### config.mk
export PLATFORM = sky130hd
export DESIGN_NAME = ppu_reg_file
export DESIGN_NICKNAME = d
export VERILOG_FILES = /design/src/rtl/ppu_reg_file.sv
export SDC_FILE = /design/constraint.sdc
export NUM_CORES = 1
export LEC_CHECK = 0
export BUFFER_PORTS_ARGS = -buffer_cell sky130_fd_sc_hd__buf_2
export CAP_MARGIN = 30
export CORE_MARGIN = 1
export CORE_UTILIZATION = 51
export DETAILED_ROUTE_END_ITERATION = 10
export PLACE_DENSITY = 0.81
export SYNTH_ARGS = -nofsm -noshare
export SYNTH_HDL_FRONTEND = slang
export SYNTH_SLANG_ARGS = --single-unit
export TNS_END_PERCENT = 100
### constraint.sdc
create_clock -name clk -period 4.1 [get_ports clk]
set_clock_uncertainty 0.15 [all_clocks]
set_input_delay 0.41 -clock clk [delete_from_list [all_inputs] [get_ports clk]]
set_output_delay 0.41 -clock clk [all_outputs]
set_load 0.01 [all_outputs]
### src/rtl/ppu_reg_file.sv
// CPU-facing PPU register window ($2000-$2007): control/mask/OAM address, scroll and
// VRAM address latches, PPUDATA read buffer, status flags, VBlank NMI and warm-up gating.
module ppu_reg_file #(
    parameter int WARMUP_CYCLES = 29658,
    parameter int V_WIDTH       = 15
) (
    input  logic               clk,
    input  logic               rst,
    input  logic [2:0]         cpu_addr,
    input  logic               cpu_wr_en,
    input  logic               cpu_rd_en,
    input  logic [7:0]         cpu_data_in,
    output logic [7:0]         cpu_data_out,
    input  logic               vblank_set,
    input  logic               vblank_clr,
    input  logic               sprite0_hit_set,
    input  logic               sprite_ovf_set,
    output logic [7:0]         ppuctrl_out,
    output logic [7:0]         ppumask_out,
    output logic [2:0]         fine_x,
    output logic [V_WIDTH-1:0] t_addr,
    output logic [13:0]        vram_addr,
    output logic               vram_rd_en,
    output logic               vram_wr_en,
    output logic [7:0]         vram_wr_data,
    input  logic [7:0]         vram_rd_data,
    output logic [7:0]         oam_addr,
    output logic               oam_wr_en,
    output logic               nmi,
    output logic               warmup_done
);
    localparam int CW = (WARMUP_CYCLES > 0) ? $clog2(WARMUP_CYCLES + 1) : 1;
    localparam logic [CW-1:0] WC = CW'(WARMUP_CYCLES);

    logic [7:0]         r_ctrl, r_mask, r_oam_addr, r_oam_wr_addr, r_rd_buf, r_io_latch, r_dout;
    logic [7:0]         r_vram_wr_data;
    logic [V_WIDTH-1:0] r_t, r_v;
    logic [13:0]        r_acc_addr;
    logic [2:0]         r_fine_x;
    logic               r_w, r_vblank, r_s0, r_ovf, r_nmi;
    logic               r_vram_rd_en, r_vram_wr_en, r_oam_wr_en, r_rd_pend;
    logic [CW-1:0]      r_cnt;

    logic               w_warm, w_rd, w_gated, w_live, w_rd2002;
    logic [V_WIDTH-1:0] w_inc;

    assign w_warm   = (r_cnt == WC);
    assign w_rd     = cpu_rd_en & ~cpu_wr_en;
    assign w_gated  = (cpu_addr == 3'd0) | (cpu_addr == 3'd1) | (cpu_addr == 3'd5) | (cpu_addr == 3'd6);
    assign w_live   = w_warm | ~w_gated;
    assign w_rd2002 = w_rd & (cpu_addr == 3'd2);
    assign w_inc    = r_ctrl[2] ? V_WIDTH'(32) : V_WIDTH'(1);

    assign cpu_data_out = r_dout;
    assign ppuctrl_out  = r_ctrl;
    assign ppumask_out  = r_mask;
    assign fine_x       = r_fine_x;
    assign t_addr       = r_t;
    // During a strobe the buses show the address of the access, not the already-advanced one
    assign vram_addr    = (r_vram_rd_en | r_vram_wr_en) ? r_acc_addr : r_v[13:0];
    assign oam_addr     = r_oam_wr_en ? r_oam_wr_addr : r_oam_addr;
    assign vram_rd_en   = r_vram_rd_en;
    assign vram_wr_en   = r_vram_wr_en;
    assign vram_wr_data = r_vram_wr_data;
    assign oam_wr_en    = r_oam_wr_en;
    assign nmi          = r_nmi;
    assign warmup_done  = w_warm;

    always_ff @(posedge clk or posedge rst) begin
        if (rst) begin
            r_ctrl <= '0; r_mask <= '0; r_oam_addr <= '0; r_oam_wr_addr <= '0;
            r_rd_buf <= '0; r_io_latch <= '0; r_dout <= '0; r_vram_wr_data <= '0;
            r_t <= '0; r_v <= '0; r_acc_addr <= '0; r_fine_x <= '0; r_w <= 1'b0;
            r_vblank <= 1'b0; r_s0 <= 1'b0; r_ovf <= 1'b0; r_nmi <= 1'b0;
            r_vram_rd_en <= 1'b0; r_vram_wr_en <= 1'b0; r_oam_wr_en <= 1'b0;
            r_rd_pend <= 1'b0; r_cnt <= '0;
        end else begin
            r_vram_rd_en <= 1'b0;
            r_vram_wr_en <= 1'b0;
            r_oam_wr_en  <= 1'b0;
            // VRAM data arrives the cycle after the read strobe
            r_rd_pend    <= r_vram_rd_en;
            if (r_rd_pend) r_rd_buf <= vram_rd_data;
            if (!w_warm) r_cnt <= r_cnt + 1'b1;
            r_nmi    <= r_vblank & r_ctrl[7];
            r_vblank <= vblank_set | (r_vblank & ~vblank_clr & ~w_rd2002);
            r_s0     <= sprite0_hit_set | (r_s0 & ~vblank_clr);
            r_ovf    <= sprite_ovf_set | (r_ovf & ~vblank_clr);

            if (cpu_wr_en) begin
                r_io_latch <= cpu_data_in;
                case (cpu_addr)
                    3'd0: if (w_live) begin
                        r_ctrl      <= cpu_data_in;
                        r_t[11:10]  <= cpu_data_in[1:0];
                    end
                    3'd1: if (w_live) r_mask <= cpu_data_in;
                    3'd3: r_oam_addr <= cpu_data_in;
                    3'd4: begin
                        r_oam_wr_en   <= 1'b1;
                        r_oam_wr_addr <= r_oam_addr;
                        r_oam_addr    <= r_oam_addr + 8'd1;
                    end
                    3'd5: if (w_live) begin
                        if (!r_w) begin
                            r_t[4:0] <= cpu_data_in[7:3];
                            r_fine_x <= cpu_data_in[2:0];
                        end else begin
                            r_t[14:12] <= cpu_data_in[2:0];
                            r_t[9:5]   <= cpu_data_in[7:3];
                        end
                        r_w <= ~r_w;
                    end
                    3'd6: if (w_live) begin
                        if (!r_w) begin
                            r_t[13:8] <= cpu_data_in[5:0];
                            r_t[14]   <= 1'b0;
                        end else begin
                            r_t[7:0] <= cpu_data_in;
                            r_v      <= {r_t[V_WIDTH-1:8], cpu_data_in};
                        end
                        r_w <= ~r_w;
                    end
                    3'd7: begin
                        r_vram_wr_en   <= 1'b1;
                        r_vram_wr_data <= cpu_data_in;
                        r_acc_addr     <= r_v[13:0];
                        r_v            <= r_v + w_inc;
                    end
                    default: ;
                endcase
            end else if (cpu_rd_en) begin
                case (cpu_addr)
                    3'd2: begin
                        r_dout <= {r_vblank, r_s0, r_ovf, r_io_latch[4:0]};
                        r_w    <= 1'b0;
                    end
                    3'd7: begin
                        r_dout       <= r_rd_buf;
                        r_vram_rd_en <= 1'b1;
                        r_acc_addr   <= r_v[13:0];
                        r_v          <= r_v + w_inc;
                    end
                    default: r_dout <= r_io_latch;
                endcase
            end
        end
    end
endmodule

Word level (Yosys, flattened, before mapping). Cells that the tools add are included.

Register bits: 135. Bits in latches: 0. Bits in writable memories: 0. Memory bits (read-only): 0. Input bits: 27. Output and inout bits: 77. Logic and storage cells: 126. Memories kept: 0.

Add/subtract/negate cells: 3. Multipliers: 0. Divide/modulo/power cells: 0. Magnitude comparators: 0. Equal/unequal tests: 19. Shift operators: 0. Muxes and demuxes: 37. Bitwise logic cells: 20. Reduce and logical (&&, ||, !) cells: 22.

Operators with widths (count): two-way mux 15 bit (6); two-way mux 14 bit (4); one-hot mux 8 bit (2 select lines) (2); one-hot mux 15 bit (2 select lines) (1); one-hot mux 10 bit (2 select lines) (1); AND reduction 6 bit (3); two-way mux 8 bit (2); inequality test 2 bit, second input constant (8); adder 15 x 1 -> 15 bit, second input constant (1); adder 15 x 6 -> 15 bit (1); == test 15 bit, second input constant (1); nonzero test 2 bit (7); == test 3 bit, second input constant (4); two-way mux 1 bit (11); two-way mux 10 bit (1); two-way mux 5 bit (2); AND reduction 5 bit (2); adder 8 x 1 -> 8 bit, second input constant (1); bitwise OR 1 bit (8); AND reduction 2 bit (4); AND reduction 4 bit (2); bitwise AND 1 bit (7); two-way mux 7 bit (1); == test 3 x 2 -> 1 bit, second input constant (2); 12 further kinds (19).

Logic depth before layout (Yosys ltp). Gate-level depths: netlist (run 1).

Depth in word-level cells: 9. Gate-level depth with buffers: 8. Gate-level depth less buffers: 8.

Worst setup path before layout (run 1). OpenSTA, ideal clock, no wires.

Path kind: flip-flop to flip-flop. Start point: reg r_cnt[0]. End point: reg r_ctrl[0], in the netlist ppuctrl_out[0]. Library setup time: 0.125 ns. Data arrival time: 1.884 ns. Data required time: 3.825 ns. Slack: 1.941 ns. Stages on the path, launching flop included: 9. Buffers on the path: 1. Clock period less this slack: 2.159 ns. Path through: dfrtp_1 -> inv_1 -> ha_1 -> nand4bb_4 -> nor4_4 -> o21a_1 -> and3_1 -> buf_6 -> mux2_2.

Cells in the longest elaborated chain, start to end: 3.

RTL lines: start: declaration (line 42) `logic [CW-1:0] r_cnt;`; start signal: assignment (line 84) `if (!w_warm) r_cnt <= r_cnt + 1'b1;`; == test 15 bit (line 47) `assign w_warm = (r_cnt == WC);`; bitwise OR 1 bit (line 50) `assign w_live = w_warm | ~w_gated;`; AND reduction 3 bit (no line); end signal: assignment (line 94) `r_ctrl <= cpu_data_in;`; end: declaration (line 35) `logic [7:0] r_ctrl, r_mask, r_oam_addr, r_oam_wr_addr, r_rd_buf, r_io_latch, r_dout;`.

Every way passes these cells. A chain may end at the register's enable or synchronous reset.

Worst setup path in the final report (run 1).
Start point: reg r_cnt[0]. End point: reg r_ctrl[7], in the netlist ppuctrl_out[7].

The elaborated chain is that of the path after synthesis.

==> results.sh, run 1 <==
export IMPL_outcome="finished, final reports clean"
export IMPL_gp_routability_congestion=0.869
export IMPL_grt_max_degree=135
export IMPL_grt_total_usage_pct=26.0
export IMPL_placed_area_um2=6970
export IMPL_crit_chain="inv_1 > ha_1 > nand4bb_4 > nor4_4 > buf_4 > o21a_1 > and3_1 > mux2_2"
export IMPL_synth_enable_flop_cells=0
export IMPL_switching_share_pct=29.2
export IMPL_final_net_count=689
export IMPL_synth_cells=554
export IMPL_powerDensity_nw_per_um2=576
export IMPL_setup_viol=0
export IMPL_grt_setup_unrepaired="false"
export IMPL_drc_errors=0
export IMPL_clockBufferDepth=2
export IMPL_dr_pass1_iters=5
export IMPL_p_leak_nw=3.57
export IMPL_synthDistinctLibCells=56
export IMPL_p_seq_share_pct=43.6
export IMPL_overflow=0
export IMPL_clock_sinks=134
export IMPL_pwr_share_clk_pct=35.0
export IMPL_io_pins=104
export IMPL_die_area_um2=12900
export IMPL_die_x_um=113
export IMPL_via_per_inst=5.72
export IMPL_relSlewSlack_pct=34.9
export IMPL_crit_path_start_kind="register"
export IMPL_crit_path_top_delay_cell="dfrtp_1"
export IMPL_worstPathRequired_ps=4250
export IMPL_comb_power_share_pct=21.4
export IMPL_fillCellCount=964
export IMPL_cts_tree="yes"
export IMPL_h_tree_depth=4
export IMPL_max_cap_violations=0
export IMPL_fmax_mhz=374
export IMPL_fin_crit_sh_pct=65.2
export IMPL_grt_pass1_vias=4878
export IMPL_syn_to_final_growth_pct=19.5
export IMPL_ys_ff_latch=134
export IMPL_hold_class="input pin to asynchronous set/reset pin"
export IMPL_ant_nets=0
export IMPL_vias=4784
export IMPL_cts_made_buffers=17
export IMPL_p_int_w=0.00309
export IMPL_yosysSeqAreaShare_pct=53.0
export IMPL_hold_buffers=0
export IMPL_cts_root_buf="clkbuf_16"
export IMPL_ys_flop_type="dfrtp_1"
export IMPL_final_layout_size_suffix_gt1_share_pct=36.3
export IMPL_die_h_um=113
export IMPL_initial_core_util_pct=52.5
export IMPL_routedWlPerCell_um=18.5
export IMPL_worstSetupEndpointType="register"
export IMPL_finalCriticalPeriod_ps=2670
export IMPL_synth_async_reset_ratio_pct=100
export IMPL_yosys_warnings=0
export IMPL_drt_iter0_drc=385
export IMPL_diodes=0
export IMPL_portBuffers=103
export IMPL_hpwl_um=10400
export IMPL_ir_worst_vdd_v=0.000296
export IMPL_grt_pass1_wl_um=25100
export IMPL_cp_arrival_ps=2820
export IMPL_final_area_um2=7560
export IMPL_cts_resized=0
export IMPL_netlist_area_um2=6330
export IMPL_post_cts_buffers=0
export IMPL_finalSetupTns_ps=0
export IMPL_antenna_found_initial=0
export IMPL_rows=40
export IMPL_synth_nets=587
export IMPL_tightest_slew_ps=975
export IMPL_clk_latency_ps=420
export IMPL_crit_fanout=12
export IMPL_clk_pin_slew_ps=60
export IMPL_core_um2=12100
export IMPL_hold_violations=0
export IMPL_avgSynthCellArea_um2=11.4
export IMPL_p_switching_w=0.00127
export IMPL_crit_type="register to register"
export IMPL_routed_wirelength_um=15500
export IMPL_slew_violations=0
export IMPL_slowest_delay_ps=430
==> registers in the layout, indices dropped and copies added (netlist names), 14 cells and up <==
| name | cells |
|---|---|
| r_acc_addr | 14 |
| r_cnt | 15 |
| r_v | 14 |
| t_addr | 15 |
==> power groups by stage <==
stage / clock, W / combinational [W] / sequential, W
detailed placement: 0 / 0.000928 / 0.00191
finish: 0.00153 / 0.000931 / 0.00190
global route: 0.00160 / 0.00102 / 0.00194
global placement: 0 / 0.000886 / 0.00188
CTS: 0.00155 / 0.000936 / 0.00190
floorplan: 0 / 0.000582 / 0.00187
==> per-stage QoR <==
| stage | utilization, % | instances | hold slack (ps) | power (W) | setup WS, ps |
|---|---|---|---|---|---|
| floorplan | - | 554 | 285 | 0.00245 | 1870 |
| global placement | 57.7 | 803 | 313 | 0.00277 | 1420 |
| detailed placement | 57.8 | 805 | 319 | 0.00284 | 1500 |
| CTS | 62.7 | 837 | 3.74 | 0.00438 | 1440 |
| global route | 62.7 | 837 | 12.6 | 0.00456 | 1290 |
| finish | 62.7 | 837 | 16.8 | 0.00436 | 1430 |
==> metal layers <==
layer	global-route usage [%]	vias up	routed length, µm
met5	0	-	0
met4	11.7	0	412
met3	6.27	37	976
met2	43.5	199	7780
met1	32.3	2362	6320
li1	-	2186	-
==> path summary, 6_finish.rpt <==
kind	cells after the start	to	startpoint	slack, ps
max	8	ppuctrl_out[7]$_DFFE_PP0P_	r_cnt[0]$_DFFE_PP0N_	1430
min	3	r_cnt[9]$_DFFE_PP0N_	rst	20
max reg2reg	8	ppuctrl_out[7]$_DFFE_PP0P_	r_cnt[0]$_DFFE_PP0N_	1430
min reg2reg	2	vram_wr_data[1]$_DFFE_PP0P_	vram_wr_data[1]$_DFFE_PP0P_	330
max in group asynchronous	3	t_addr[3]$_DFFE_PP0P_	rst	3210
min in group clk	2	r_ovf$_DFF_PP0_	sprite_ovf_set	20
==> cell usage after synthesis (2+ instances only) <==
cell	count	area share (%)
a21o_1	8	0.95
a21oi_1	33	2.6
a22oi_1	3	0.36
a2bb2oi_1	5	0.69
a31o_2	2	0.28
a31oi_1	11	1.1
and2_1	3	0.30
and3_1	8	0.79
buf_2	6	0.47
buf_4	6	0.71
buf_6	2	0.36
clkbuf_1	11	0.65
dfrtp_1	134	53
ha_1	6	1.2
inv_1	16	0.95
mux2_1	2	0.36
mux2_2	89	16
mux2i_1	6	0.95
nand2_1	60	3.6
nand2b_1	2	0.20
nand3_1	17	1.3
nand3_2	2	0.32
nand4_1	6	0.59
nor2_1	27	1.6
nor3_1	6	0.47
o21ai_0	28	2.2
o21ai_1	3	0.24
o22a_1	2	0.28
o22ai_1	8	0.79
o31ai_1	3	0.36
xnor2_1	9	1.2
xor2_1	6	0.83
==> cell usage in the layout (no fill, tap or decap), types with 15 or more instances in the layout <==
master / instances
dfrtp_1: 134
a21oi_1: 33
nand3_1: 17
nor2_1: 27
buf_2: 103
inv_1: 15
mux2_2: 89
o21ai_0: 28
nand2_1: 60
clkbuf_16: 17
==> logic make-up after synthesis <==
logic type / after synthesis / synth area share [%]
AND/OR/NAND/NOR: 144 / 11.6
XOR/XNOR: 16 / 2.33
AO/OA/AOI/OAI: 115 / 11.5
buffers and inverters: 42 / 3.22
adder cells (fa/ha/maj): 6 / 1.19
flip-flops: 134 / 53.0
multiplexers: 97 / 17.1
==> critical path, delay by kind of cell (launching register included) <==
kind | cells | cell delay [ps]
buffers and inverters | 2 | 340
adder cells (fa/ha/maj) | 1 | 200
AND/OR/NAND/NOR | 3 | 810
AO/OA/AOI/OAI | 1 | 220
flip-flops | 1 | 430
multiplexers | 1 | 390
==> final cells by class <==
type | instances | area [µm²] | share of cell area [%]
sequential | 134 | 3350 | 44.3
multi-input combinational | 378 | 2770 | 36.6
timing repair buffer | 109 | 573 | 7.58
clock buffer | 23 | 468 | 6.19
tap | 168 | 210 | 2.78
clock inverter | 9 | 125 | 1.65
inverter | 16 | 63.8 | 0.844
Power figures use the tool's default switching activity.
==> run 2, diff against run 1 <==
Clock period 4.1 ns to 2.4 ns, I/O delays scaled along.
==> run 2 against run 1 <==
  * Wire length increased by 4.8%
  * Critical path depth decreased by 3
  * Cell count increased by 2.7%
  * Clock-buffer cell count decreased by 1
  * Largest cell class unchanged
  * Global-route usage increased by 0.75 points
  * Non-clock buffer count increased by 24
  * Highest routed layer is now met5
==> results.sh, run 2 (synthesis results as in run 1) <==
export IMPL_clockBufferDepth=2
export IMPL_finalCriticalPeriod_ps=2260
export IMPL_syn_to_final_growth_pct=23.1
export IMPL_vias=4985
export IMPL_cts_made_buffers=17
export IMPL_cts_root_buf="clkbuf_16"
export IMPL_fin_crit_sh_pct=94.1
export IMPL_io_pins=104
export IMPL_crit_type="register to output pin"
export IMPL_h_tree_depth=4
export IMPL_slowest_delay_ps=400
export IMPL_final_cell_mix="dfrtp_1 (134), buf_2 (103), mux2_2 (89)"
export IMPL_slew_violations=0
export IMPL_grt_setup_unrepaired="false"
export IMPL_drt_iter0_drc=424
export IMPL_crit_chain="ha_1 > nand4bb_4 > nor4_4 > buf_4 > buf_2"
export IMPL_routedWlPerCell_um=18.9
export IMPL_routed_wirelength_um=16200
export IMPL_grt_total_usage_pct=26.8
export IMPL_clock_sinks=134
export IMPL_outcome="finished, final reports clean"
export IMPL_final_common_cell="dfrtp_1"
export IMPL_crit_start="r_cnt[1]$_DFFE_PP0N_"
export IMPL_gp_routability_congestion=0.864
export IMPL_grt_pass1_vias=5007
export IMPL_grt_max_degree=135
export IMPL_ir_worst_vdd_v=0.000575
export IMPL_crit_path_top_delay_cell="dfrtp_1"
export IMPL_reg2reg_depth=6
export IMPL_clk_latency_ps=420
export IMPL_final_net_count=713
export IMPL_hold_class="input pin to register"
export IMPL_die_area_um2=12900
export IMPL_diodes=0
export IMPL_multi_input_area_um2=2770
export IMPL_fmax_mhz=443
export IMPL_regToRegStartpoint="r_cnt[1]$_DFFE_PP0N_"
export IMPL_hold_violations=0
export IMPL_finalSetupTns_ps=0
export IMPL_portBuffers=103
export IMPL_grt_pass1_wl_um=25900
export IMPL_worstPathRequired_ps=2010
export IMPL_crit_path_start_kind="register"
export IMPL_dp_worst_setup_slack_ps=89.5
export IMPL_cp_top_family="buffers and inverters"
export IMPL_worstSetupEndpoint="warmup_done"
export IMPL_via_per_inst=5.80
export IMPL_crit_fanout=11
export IMPL_cp_arrival_ps=1870
export IMPL_hpwl_um=10400
export IMPL_clk_pin_slew_ps=60
export IMPL_powerDensity_nw_per_um2=966
export IMPL_cp_num_buf_inv=2
export IMPL_die_h_um=113
export IMPL_hold_ws_ps=59.0
export IMPL_setup_viol=0
export IMPL_worstSetupEndpointType="output pin"
export IMPL_dr_pass1_iters=5
export IMPL_antenna_found_initial=1
export IMPL_ant_nets=0
export IMPL_cts_tree="yes"
export IMPL_die_x_um=113
export IMPL_rows=40
export IMPL_setup_slack_ps=141
export IMPL_initial_core_util_pct=52.5
export IMPL_relSlewSlack_pct=51.4
export IMPL_overflow=0
export IMPL_core_um2=12100
export IMPL_max_cap_violations=0
export IMPL_final_layout_size_suffix_gt1_share_pct=36.7
export IMPL_regArea_um2=3350
export IMPL_tightest_slew_ps=729
export IMPL_r2r_end="ppuctrl_out[4]$_DFFE_PP0P_"
export IMPL_drc_errors=0
export IMPL_p_leak_nw=3.68
export IMPL_fillCellCount=888
export IMPL_cp_depth=5
export IMPL_rrSetupSlack_ps=150
[run 2: cell count changes in the layout (fill, tap and decap cells not counted), sizes merged]
cell | previous run | this run
buf | 109 | 118
clkbuf | 23 | 22
dlygate4sd3 | 0 | 15
[run 2: worst min-delay path by stage]
stage	startpoint	to	cells after the start	slack (ps)
4_1_cts	vblank_clr	r_vblank$_DFF_PP0_	3	30
3_3_place_gp	sprite_ovf_set	r_ovf$_DFF_PP0_	2	270
5_1_grt	cpu_data_in[5]	ppumask_out[5]$_DFFE_PP0P_	2	70
6_report	cpu_data_in[1]	vram_wr_data[1]$_DFFE_PP0P_	3	60
2_1_floorplan	sprite_ovf_set	r_ovf$_DFF_PP0_	1	180
3_5_place_dp	sprite_ovf_set	r_ovf$_DFF_PP0_	2	270
[run 2: worst reg2reg max path, cell delays in order (launching register included)]
cell	delay (ps)
dfrtp_1	400
ha_1	220
nand4bb_4	120
nor4_4	280
o21a_1	210
and3_2	350
mux2_2	390
[run 2: timing repair]
action | in CTS | in global routing
resized for setup | 0 | 1
setup buffers | 0 | 0
hold buffers | 15 | 0
endpoints found under the setup margin | 0 | 8
hold endpoints to repair | 146 | 0
[run 2: cell type report]
type                            instances  share of cell area [%]
Multi-Input combinational cell        378                    35.6
Clock buffer                           22                    6.09
Timing Repair Buffer                  133                    10.2
Tap cell                              168                    2.70
Inverter                               16                   0.819
Clock inverter                          9                    1.61
Sequential cell                       134                    43.0
[run 2: metal layers]
metal / vias to the layer above / wire, µm / track usage [%]
met1: 2442 / 6730 / 33.5
li1: 2243 / - / -
met3: 48 / 1110 / 6.59
met4: 2 / 517 / 12.7
met2: 250 / 7880 / 44.0
met5: - / 11 / 0
[run 2: power by group]
group          total (W)  internal [W]  switching [W]
sequential       0.00324       0.00279       0.000447
clock            0.00264       0.00170       0.000937
combinational    0.00165      0.000831       0.000822
[run 2: stage by stage]
step | power (W) | std cells | cell area (µm²) | util (%)
floorplan | 0.00419 | 554 | 6330 | -
global placement | 0.00473 | 814 | 7040 | 58.4
detailed placement | 0.00485 | 814 | 7040 | 58.4
CTS | 0.00755 | 860 | 7790 | 64.6
global route | 0.00788 | 860 | 7790 | 64.6
finish | 0.00753 | 860 | 7790 | 64.6
==> run 3, diff against run 2 <==
Clock period 2.4 ns to 1.98 ns, I/O delays scaled along.
==> run 3 against run 2 <==
  * The run now ends with negative setup slack left
  * First-iteration DRC count decreased by 4.0%
  * Hold slack got worse by 21 ps
  * Die area unchanged
  * Critical path type is now register to register
  * Highest routed layer unchanged
==> results.sh, run 3 (synthesis results as in run 1) <==
export IMPL_outcome="complete, but fails checks"
export IMPL_violations="negative setup slack"
export IMPL_whs_path_depth=3
export IMPL_io_pins=104
export IMPL_slowest_delay_ps=410
export IMPL_fin_crit_sh_pct=103
export IMPL_route_top_layer_used="met5"
export IMPL_worstPathRequired_ps=2170
export IMPL_crit_start="ppuctrl_out[2]$_DFFE_PP0P_"
export IMPL_dr_wl_met2_um=8670
export IMPL_grt_setup_unrepaired="true"
export IMPL_cts_tree="yes"
export IMPL_clock_sinks=134
export IMPL_cp_arrival_ps=2230
export IMPL_dr_pass1_iters=5
export IMPL_rrSetupSlack_ps=-60
export IMPL_die_area_um2=12900
export IMPL_wl_met3_um=1470
export IMPL_r2r_end="r_v[7]$_DFFE_PP0P_"
export IMPL_crit_type="register to register"
export IMPL_worstSetupEndpointType="register"
export IMPL_worst_hold_path_endpoint="vram_wr_data[1]$_DFFE_PP0P_"
export IMPL_grt_pass1_wl_um=27200
export IMPL_cp_top_family="compound AO/OA/AOI/OAI gates"
export IMPL_crit_chain="buf_4 > ha_2 > a41o_4 > buf_4 > nand2_1 > a21oi_2 > a2bb2oi_1"
export IMPL_die_h_um=113
export IMPL_drt_met1_wl_um=7070
export IMPL_crit_fanout=5
export IMPL_powerDensity_nw_per_um2=1130
export IMPL_clockBufferDepth=2
export IMPL_fmax_mhz=490
export IMPL_setup_slack_ps=-58.8
export IMPL_path_common_cell="buf_4"
export IMPL_hold_ws_ps=37.5
export IMPL_rows=40
export IMPL_initial_core_util_pct=52.5
export IMPL_final_cell_mix="dfrtp_1 (133), buf_2 (88), mux2_2 (65)"
export IMPL_portBuffers=103
export IMPL_grt_pass1_vias=5378
export IMPL_max_cap_violations=0
export IMPL_final_layout_size_suffix_gt1_share_pct=44.7
export IMPL_overflow=0
export IMPL_reg2reg_depth=7
export IMPL_crit_path_start_kind="register"
export IMPL_drt_iter0_drc=407
export IMPL_tightest_slew_ps=544
export IMPL_cts_made_buffers=17
export IMPL_final_common_cell="dfrtp_1"
export IMPL_fin_cells=900
export IMPL_clk_latency_ps=430
export IMPL_ir_worst_vdd_v=0.000523
export IMPL_cts_root_buf="clkbuf_16"
export IMPL_syn_to_final_growth_pct=35.0
export IMPL_slew_violations=0
export IMPL_h_tree_depth=4
export IMPL_finalCriticalPeriod_ps=2040
export IMPL_hold_violations=0
export IMPL_hold_start="cpu_data_in[1]"
export IMPL_crit_path_top_delay_cell="ha_2"
export IMPL_vias=5320
export IMPL_grt_total_usage_pct=27.9
export IMPL_core_um2=12100
export IMPL_drc_errors=0
export IMPL_regToRegStartpoint="ppuctrl_out[2]$_DFFE_PP0P_"
export IMPL_clk_pin_slew_ps=60
export IMPL_routedWlPerCell_um=20.0
export IMPL_die_x_um=113
export IMPL_hold_class="input pin to register"
export IMPL_hpwl_um=11000
export IMPL_gp_routability_congestion=0.921
export IMPL_routed_wirelength_um=18000
export IMPL_relSlewSlack_pct=63.6
export IMPL_antenna_found_initial=1
export IMPL_cp_num_buf_inv=2
export IMPL_place_inst=838
export IMPL_p_leak_nw=4.01
export IMPL_ant_nets=0
export IMPL_via_per_inst=5.91
export IMPL_grt_max_degree=59
export IMPL_final_net_count=751
export IMPL_setup_viol=29
[run 3: cell count changes in the layout (fill, tap and decap cells not counted), sizes merged]
cell,before,now
diode,0,1
buf,118,154
dlygate4sd3,15,16
clkinv,4,6
bufinv,3,2
clkbuf,22,20
clkinvlp,3,6
[run 3: repair_timing]
| action | 4_1_cts | 5_1_grt |
|---|---|---|
| endpoints found under the setup margin | 51 | 61 |
| endpoints found under the hold margin | 71 | 0 |
| pin swaps | 2 | 5 |
| gates resized for setup | 43 | 45 |
| gates cloned | 1 | 2 |
| hold buffers | 16 | 0 |
| buffers inserted | 5 | 6 |
[run 3: through the flow]
stage                     area [µm²]  util [%]  power [W]  TNS [ps]  setup slack (ps)
final                           8540      70.8    0.00962      -684             -58.8
after detailed placement        7290      60.4    0.00597     -1250             -90.3
after global routing            8540      70.8    0.00998     -3350              -130
after global placement          7290      60.4    0.00582     -75.2             -19.0
after CTS                       8280      68.6    0.00930      -865             -80.3
after floorplan                 6360         -    0.00511     -4990             -58.1
[run 3: worst max path at each step]
stage	to	cells after the start
after floorplan	t_addr[12]$_DFFE_PP0P_	6
after global placement	t_addr[9]$_DFFE_PP0P_	6
after detailed placement	t_addr[12]$_DFFE_PP0P_	8
after CTS	ppuctrl_out[2]$_DFFE_PP0P_	8
after global routing	t_addr[12]$_DFFE_PP0P_	8
final	r_v[7]$_DFFE_PP0P_	7
[run 3: final cells by class]
type                       instances  area (µm²)
antenna                            1        2.50
clock buffer                      19         453
clock inverter                    13         131
fill                             774        3520
inverter                          16        63.8
multi-input combinational        378        3070
sequential                       134        3350
tap                              168         210
timing repair buffer             171        1260
[run 3: layer usage]
| layer | vias to the layer above | GRT usage, % |
|---|---|---|
| met5 | - | 0 |
| met4 | 3 | 13.4 |
| met3 | 80 | 7.97 |
| met2 | 308 | 45.3 |
| met1 | 2620 | 34.6 |
| li1 | 2309 | - |
[run 3: worst register-to-register path: cells and delay by family, from the launching register on]
kind | cells | cell delay, ps
fa+ha+maj | 1 | 410
simple gates | 1 | 70
compound gates | 3 | 650
flops | 1 | 390
buf+inv | 2 | 280
[run 3: power by group]
part / leakage, nW / internal [W] / switching (W) / total [W]
Clock: 0.277 / 0.00190 / 0.00119 / 0.00310
Combinational: 2.09 / 0.00139 / 0.00115 / 0.00255
Sequential: 1.64 / 0.00338 / 0.000594 / 0.00398
